### config.mk
export PLATFORM = sky130hd
export DESIGN_NAME = sample_window_reader
export DESIGN_NICKNAME = d
export VERILOG_FILES = /design/src/rtl/sample_buf_pkg.sv /design/src/rtl/sample_window_reader_lowest_set_bit.sv /design/src/rtl/sample_window_reader.sv
export SDC_FILE = /design/constraint.sdc
export NUM_CORES = 1
export LEC_CHECK = 0
export CAP_MARGIN = 20
export CORE_AREA = 2 2 225 227
export CTS_BUF_LIST = sky130_fd_sc_hd__clkbuf_2
export CTS_CLUSTER_DIAMETER = 200
export DETAILED_ROUTE_END_ITERATION = 16
export DIE_AREA = 0 0 227 229
export HOLD_SLACK_MARGIN = 0.1
export PLACE_DENSITY = 0.58
export SYNTH_ARGS = -nofsm -noshare
export SYNTH_HDL_FRONTEND = slang
export SYNTH_SLANG_ARGS = --single-unit
### constraint.sdc
create_clock -name clk -period 8.25 [get_ports clk]
set_input_delay 2.0625 -clock clk [delete_from_list [all_inputs] [get_ports clk]]
set_output_delay 2.0625 -clock clk [all_outputs]
set_load 0.01 [all_outputs]
### src/rtl/sample_buf_pkg.sv
// Shared definitions for the sample capture buffer read-out path.
//   NUM_CH  : channels in the capture buffer
//   BITS    : bits per sample (one sample per output byte)
//   SAMPLES : samples per channel window, oldest at the low byte
//   HDR_TAG : upper nibble tag of every frame header byte
//   state_t : read-out sequencer states
package sample_buf_pkg;
  localparam int NUM_CH  = 7;
  localparam int BITS    = 8;
  localparam int SAMPLES = 10;

  localparam logic [7:0] HDR_TAG = 8'hA0;

  typedef enum logic [2:0] {
    IDLE = 3'd0,
    LOAD = 3'd1,
    HDR  = 3'd2,
    DATA = 3'd3,
    CSUM = 3'd4,
    DONE = 3'd5
  } state_t;
endpackage

### src/rtl/sample_window_reader_lowest_set_bit.sv
// lowest_set_bit: priority encoder returning the index of the lowest set bit.
//   vec : input vector
//   idx : index of the lowest set bit (0 when vec is empty)
//   any : vec has at least one bit set
module lowest_set_bit #(
  parameter int N  = 7,
  parameter int IW = 3
) (
  input  logic [N-1:0]  vec,
  output logic [IW-1:0] idx,
  output logic          any
);
  // Scan high to low so the lowest set bit is the last one written.
  always_comb begin
    idx = '0;
    for (int i = N - 1; i >= 0; i--) begin
      if (vec[i]) idx = IW'(i);
    end
  end

  assign any = |vec;
endmodule

### src/rtl/sample_window_reader.sv
// sample_window_reader: snapshots each requested channel window from the capture
// buffer and streams it as a byte frame {header, samples oldest-first, checksum}.
//   clk, reset        : clock, async active-high reset
//   start, ch_mask    : read request and channel set (sampled in IDLE)
//   win_data          : flattened capture buffers, channel c at [c*SAMPLES*BITS +: SAMPLES*BITS]
//   hold, busy        : freeze request to the writer / request in progress
//   out_data/valid/ready/last : byte stream, last marks a frame's checksum byte
//   done              : one-cycle completion pulse
module sample_window_reader
  import sample_buf_pkg::*;
(
  input  logic                           clk,
  input  logic                           reset,
  input  logic                           start,
  input  logic [NUM_CH-1:0]              ch_mask,
  input  logic [NUM_CH*SAMPLES*BITS-1:0] win_data,
  output logic                           hold,
  output logic                           busy,
  output logic [7:0]                     out_data,
  output logic                           out_valid,
  input  logic                           out_ready,
  output logic                           out_last,
  output logic                           done
);
  localparam int WIN_W = SAMPLES * BITS;
  localparam int CH_W  = (NUM_CH > 1) ? $clog2(NUM_CH) : 1;
  localparam int IDX_W = $clog2(SAMPLES + 1);
  localparam logic [IDX_W-1:0] LAST_IDX = IDX_W'(SAMPLES - 1);

  state_t state, state_nxt;

  logic [NUM_CH-1:0]              pending;
  logic [SAMPLES-1:0][BITS-1:0]   snap;
  logic [IDX_W-1:0]               idx;
  logic [7:0]                     csum;
  logic [CH_W-1:0]                cur_ch;

  logic [NUM_CH-1:0][WIN_W-1:0]   win;
  logic [CH_W-1:0]                pick;
  logic                           pick_any;
  logic                           xfer;

  // Per-channel view of the flattened buffer bus.
  for (genvar c = 0; c < NUM_CH; c++) begin : g_win
    assign win[c] = win_data[c*WIN_W +: WIN_W];
  end

  lowest_set_bit #(.N(NUM_CH), .IW(CH_W)) u_lsb (
    .vec (pending),
    .idx (pick),
    .any (pick_any)
  );

  assign xfer = out_valid & out_ready;

  // State register
  always_ff @(posedge clk or posedge reset) begin
    if (reset) state <= IDLE;
    else       state <= state_nxt;
  end

  // Next-state logic
  always_comb begin
    state_nxt = state;
    case (state)
      IDLE: if (start) state_nxt = LOAD;
      LOAD: state_nxt = pick_any ? HDR : DONE;
      HDR:  if (xfer) state_nxt = DATA;
      DATA: if (xfer && idx == LAST_IDX) state_nxt = CSUM;
      CSUM: if (xfer) state_nxt = LOAD;
      DONE: state_nxt = IDLE;
      default: state_nxt = IDLE;
    endcase
  end

  // Outputs decode straight from state so reset drops them without a clock edge.
  always_comb begin
    out_valid = 1'b0;
    out_last  = 1'b0;
    out_data  = 8'h00;
    done      = 1'b0;
    case (state)
      HDR: begin
        out_valid = 1'b1;
        out_data  = HDR_TAG | 8'(cur_ch);
      end
      DATA: begin
        out_valid = 1'b1;
        out_data  = snap[idx];
      end
      CSUM: begin
        out_valid = 1'b1;
        out_last  = 1'b1;
        out_data  = csum;
      end
      DONE: done = 1'b1;
      default: ;
    endcase
  end

  assign busy = (state != IDLE);
  assign hold = busy;

  // Datapath: pending set, snapshot, byte index, checksum.
  always_ff @(posedge clk or posedge reset) begin
    if (reset) begin
      pending <= '0;
      snap    <= '0;
      idx     <= '0;
      csum    <= 8'h00;
      cur_ch  <= '0;
    end else begin
      case (state)
        IDLE: if (start) pending <= ch_mask;
        LOAD: if (pick_any) begin
          cur_ch        <= pick;
          snap          <= win[pick];
          pending[pick] <= 1'b0;
          idx           <= '0;
          csum          <= 8'h00;
        end
        DATA: if (xfer) begin
          csum <= csum + snap[idx];
          idx  <= idx + IDX_W'(1);
        end
        default: ;
      endcase
    end
  end
endmodule

Word-level counts from Yosys, hierarchy flattened. Index checks and enable logic that the tools add are counted.

Bits in writable memories: 0. Register bits: 105. Memory bits (read-only): 0. Memories: 0. Bits in latches: 0.

Reduce and logical (&&, ||, !) cells: 12. Bitwise gates (word level): 3. Muxes and demuxes: 32. Eq/ne operators: 12. $add $sub $neg: 2. Multiply operators: 0. Shifts and indexed selects: 0. Divide/modulo/power cells: 0. Order comparisons: 3.

Operator list (count): $bmux W80 S3 (1); $mux W80 (1); $mux W3 (12); $bmux W8 S4 (1); $mux W8 (3); $pmux W8 S3 (1); $pmux W8 S2 (1); $pmux W3 S5 (1); $mux W7 (2); $pmux W7 S2 (1); $ne A2 B2 Y1 const B (6); $add A8 B8 Y8 (1); $mux W4 (2); $pmux W4 S2 (1); $and A7 B7 Y7 (1); $not A7 Y7 (1); $reduce_or A7 Y1 (1); $eq A3 B2 Y1 const B (2); $eq A3 B3 Y1 const B (2); $reduce_and A3 Y1 (2); $lt A4 B5 Y1 const B (1); $add A4 B1 Y4 const B (1); $eq A4 B4 Y1 const B (1); $lt A3 B4 Y1 const B (1); other kinds (12) (17).

Depth between registers and ports, before layout.
Depth in word-level cells: 15. Depth in mapped cells: 14. Mapped depth without buffers: 12.

Cells and area by module. From an unflattened synthesis, not the netlist that was laid out.

Cell total of the unflattened synthesis: 1079. Area total of the unflattened synthesis: 9310.2 um^2.

Modules (own cells, without submodules): sample_window_reader (instances 1, sequential area each 2627.5 um^2, cells each 1068, area each 9237.6 um^2); lowest_set_bit (instances 1, sequential area each 0.0 um^2, cells each 11, area each 72.6 um^2).

Worst setup path before layout. No wires, ideal clock.

Path kind: register -> output. Start: register idx[0]. End: output port out_data[1]. Path buffers: 2. Setup slack: 4.398 ns. Arrival time: 1.789 ns. Stages on the path, launching flop included: 7. Cell sequence: dfrtp_1 > buf_2 > buf_2 > mux4_2 > nand3_1 > o21ai_0 > o2bb2ai_1.

Longest elaborated chain between the ends: 3.

RTL lines: start: declaration (RTL line sample_window_reader.sv:34) `logic [IDX_W-1:0] idx;`; start signal: assignment (RTL line sample_window_reader.sv:124) `idx <= idx + IDX_W'(1);`; $bmux W8 S4 (RTL line sample_window_reader.sv:89) `out_data = snap[idx];`; $mux W8 (implied by the code) (RTL line sample_window_reader.sv:89); $pmux W8 S3 (RTL line sample_window_reader.sv:82) `case (state)`; end: declaration (RTL line sample_window_reader.sv:19) `output logic [7:0] out_data,`.

Every way passes these cells. The select of a mux whose other input is x is not followed.

Final worst setup path.
Start: register idx[0]. End: output port out_data[6].

Same word-level chain as after synthesis.

==> flow_summary_export.csv <==
group,metric,value,unit
run_status,status,"finished clean",
power_and_ir_drop,power.total,5.453,mW
setup_path,cp_max_fo,29,
drt,drt-wirelength-per-cell,21.96,um
clock_tree,ctsHoldBuffers,0,
clock_tree,clock_path_buffers,2,
drt,vias_per_cell,4.854,
cells_and_area,layout_common_cells,"583 x clkdlybuf4s50_1, 423 x nand2_1, 261 x a21oi_1",
logic_synthesis,synth.ff_latch_count,105,
logic_synthesis,async_flop_share,1.000,
clock_tree,cts_resized,0,
timing,finalCritPeriodShare,0.6853,
placed_design,pre_cts_ws,3.432,ns
logic_synthesis,synthTopCellsByArea,"dfrtp_1 29%, nand2_1 17%, a21oi_1 14%, o32a_1 8.7%, o21ai_0 5.6%",
drt,postRouteAntennaNets,0,
global_route,grt_max_degree,80,
logic_synthesis,synth_top_cell_area_share,0.2868,
placed_design,hpwl,43810,um
timing,clock_skew,0.08413,ns
cells_and_area,final_nets,2400,
power_and_ir_drop,p_per_area,348.9,mW/mm2
setup_path,crit_required,6.19,ns
power_and_ir_drop,leakage,5.760,nW
clock_tree,clock_sinks,105,
cells_and_area,area_delta_synth_final,70.61,%
clock_tree,cts-root-buf,"clkbuf_2",
floorplan,rows,82,
cells_and_area,final_common_cell,"clkdlybuf4s50_1",
clock_tree,clk_pin_slew_worst_paths,0.44,ns
setup_path,worstSetupPathType,"reg -> out",
cells_and_area,fillers,5364,
global_route,grt_util_all_layers,0.2032,
power_and_ir_drop,ir_drop,0.2193,mV
placed_design,place_inst,2479,
timing,fmax,176.9,MHz
floorplan,core-area,0.04966,mm2
placed_design,routabilityCongestion,0.8748,
hold_path,hp-class,"reg -> reg",
logic_synthesis,yosysSeqAreaShare,0.2868,
clock_tree,clk_latency,0.75,ns
floorplan,dieArea,0.05198,mm2
setup_path,crit_path_start,"idx[0]$_DFFE_PP0P_",
timing,worst_pin_slew,1.074,ns
timing,hold_viol,0,
timing,maxSlewHeadroom,0.2837,
setup_path,critPathCaptureType,"output pin",
clock_tree,cts_buffers,9,
run,cap_violations,0,
global_route,grt_pass1_wl,78580,um
setup_path,timing.rr.end,"csum[7]$_DFFE_PP0P_",
logic_synthesis,yosysWarnings,0,
cells_and_area,multi_input_area,0.005976,mm2
cells_and_area,finalNonFillerCells,2499,
setup_path,timing.rr.start,"idx[0]$_DFFE_PP0P_",
logic_synthesis,syn_inst,1328,
drt,drt-total-wl,54890,um
logic_synthesis,yosysUniqueCellTypes,51,
timing,fin_crit,5.653,ns
drt,drt_pass1_iterations,5,
timing,setup_slack,2.597,ns
cells_and_area,drive_gt1_frac,0.03618,
global_route,grt_pass1_vias,12500,
floorplan,dieHeight,229,um
clock_tree,cts_tree,"yes",
timing,setup_viol,0,
setup_path,r2r_cells,10,
placed_design,port_buffers,583,
setup_path,cp-endpoint,"out_data[6]",
global_route,grt-ovfl-total,0,
floorplan,io_pins,584,
logic_synthesis,synth_top_area_cell,"dfrtp_1",
setup_path,worstPathArrival,3.59,ns
setup_path,r2r_slack,4.51,ns
floorplan,die_w,227,um
timing,tns,0,ns
timing,whs,0.5441,ns
logic_synthesis,synth_edf_count,0,
timing,slew_viol_final,0,
clock_tree,htreeDepth,3,
logic_synthesis,postSynthAreaPerCell,6.899,um2
drt,first_iter_violations,785,
timing,rsz0062_at_grt,"false",
drt,drc,0,
clock_tree,postCtsSetupRepairBufs,0,
drt,vias,12130,
logic_synthesis,ys.flop_type,"dfrtp_1",
floorplan,initial_utilization,0.1845,
logic_synthesis,syn_nets,1909,
logic_synthesis,syn_area,0.009161,mm2
cells_and_area,ff_latch_area,0.002630,mm2
global_route,antenna_found_initial,5,
setup_path,critPathLaunchType,"flop",
-- kinds of logic (layout without fill, tap and decap cells) --
| logic type | Yosys count | after routing | share of synthesized area |
|---|---|---|---|
| AND/OR/NAND/NOR | 558 | 558 | 0.2493 |
| AO/OA/AOI/OAI | 487 | 487 | 0.3272 |
| buffers and inverters | 134 | 630 | 0.06665 |
| flip-flops | 105 | 105 | 0.2868 |
| multiplexers | 28 | 28 | 0.04985 |
| adder cells (fa/ha/maj) | 10 | 10 | 0.01448 |
| XOR/XNOR | 6 | 6 | 0.005736 |
| other | 0 | 3 | 0 |
-- worst min-delay path by stage --
stage	from	endpoint	slack, ns	cells past startpoint
global placement	snap[46]$_DFFE_PP0P_	snap[46]$_DFFE_PP0P_	0.48	1
CTS	snap[28]$_DFFE_PP0P_	snap[28]$_DFFE_PP0P_	0.55	1
floorplan	snap[10]$_DFFE_PP0P_	snap[10]$_DFFE_PP0P_	0.46	1
finish	snap[48]$_DFFE_PP0P_	snap[48]$_DFFE_PP0P_	0.54	1
detailed placement	snap[48]$_DFFE_PP0P_	snap[48]$_DFFE_PP0P_	0.49	1
global route	snap[48]$_DFFE_PP0P_	snap[48]$_DFFE_PP0P_	0.58	1
-- report_power, final --
group | total (mW) | leakage (nW) | internal, mW | switching, mW
Clock | 0.292 | 0.0796 | 0.0580 | 0.234
Sequential | 1.11 | 1.21 | 0.777 | 0.337
Combinational | 4.05 | 4.47 | 1.51 | 2.54
-- layer usage --
layer,global-route usage,vias to the layer above,routed length [um]
met1,0.2360,5831,21940
met4,0.05780,4,1392
met2,0.3774,508,28040
met3,0.03515,62,3487
li1,-,5724,-
met5,0,-,23
-- cells in the mapped netlist, drive strengths merged, types with 2 or more instances --
library cell and n:
a21o 7, a21oi 262, a22o 7, a22oi 3, a31oi 2, and3 2
buf 48, clkbuf 73, dfrtp 105, ha 9, inv 12, mux2i 13
mux4 14, nand2 424, nand2b 5, nand3 87, nor2 21, nor2b 3
nor3 5, o211ai 2, o21ai 103, o2bb2ai 4, o31a 2, o31ai 8
o32a 80, or2 2, or3 5, xnor2 4, xor2 2
-- flip-flops by register name (all words and copies together) (netlist names) --
register and flops:
csum 8, cur_ch 3, idx 4, pending 7, snap 80, state 3
-- layout make-up --
class                      instances  area share
inverter                          13    0.003282
tap                              672     0.05379
clock inverter                     7    0.005684
multi-input combinational       1089      0.3823
timing repair buffer             601      0.3833
sequential                       105      0.1683
antenna                            3   0.0004803
clock buffer                       9    0.002882
-- metrics by stage --
stage                       util  instance area (um2)
after floorplan                -                 9161
after global placement    0.3114                15460
after detailed placement  0.3114                15460
after CTS                 0.3141                15600
after global routing      0.3148                15630
final                     0.3148                15630
-- critical path, stage by stage, from the launching register on --
cell             delay, ns
dfrtp_2               1.04
mux4_2                0.70
nand3_1               0.13
o21ai_0               0.17
a22o_1                0.26
clkdlybuf4s50_1       0.52
Note: power is estimated with default switching activity, not from simulation.
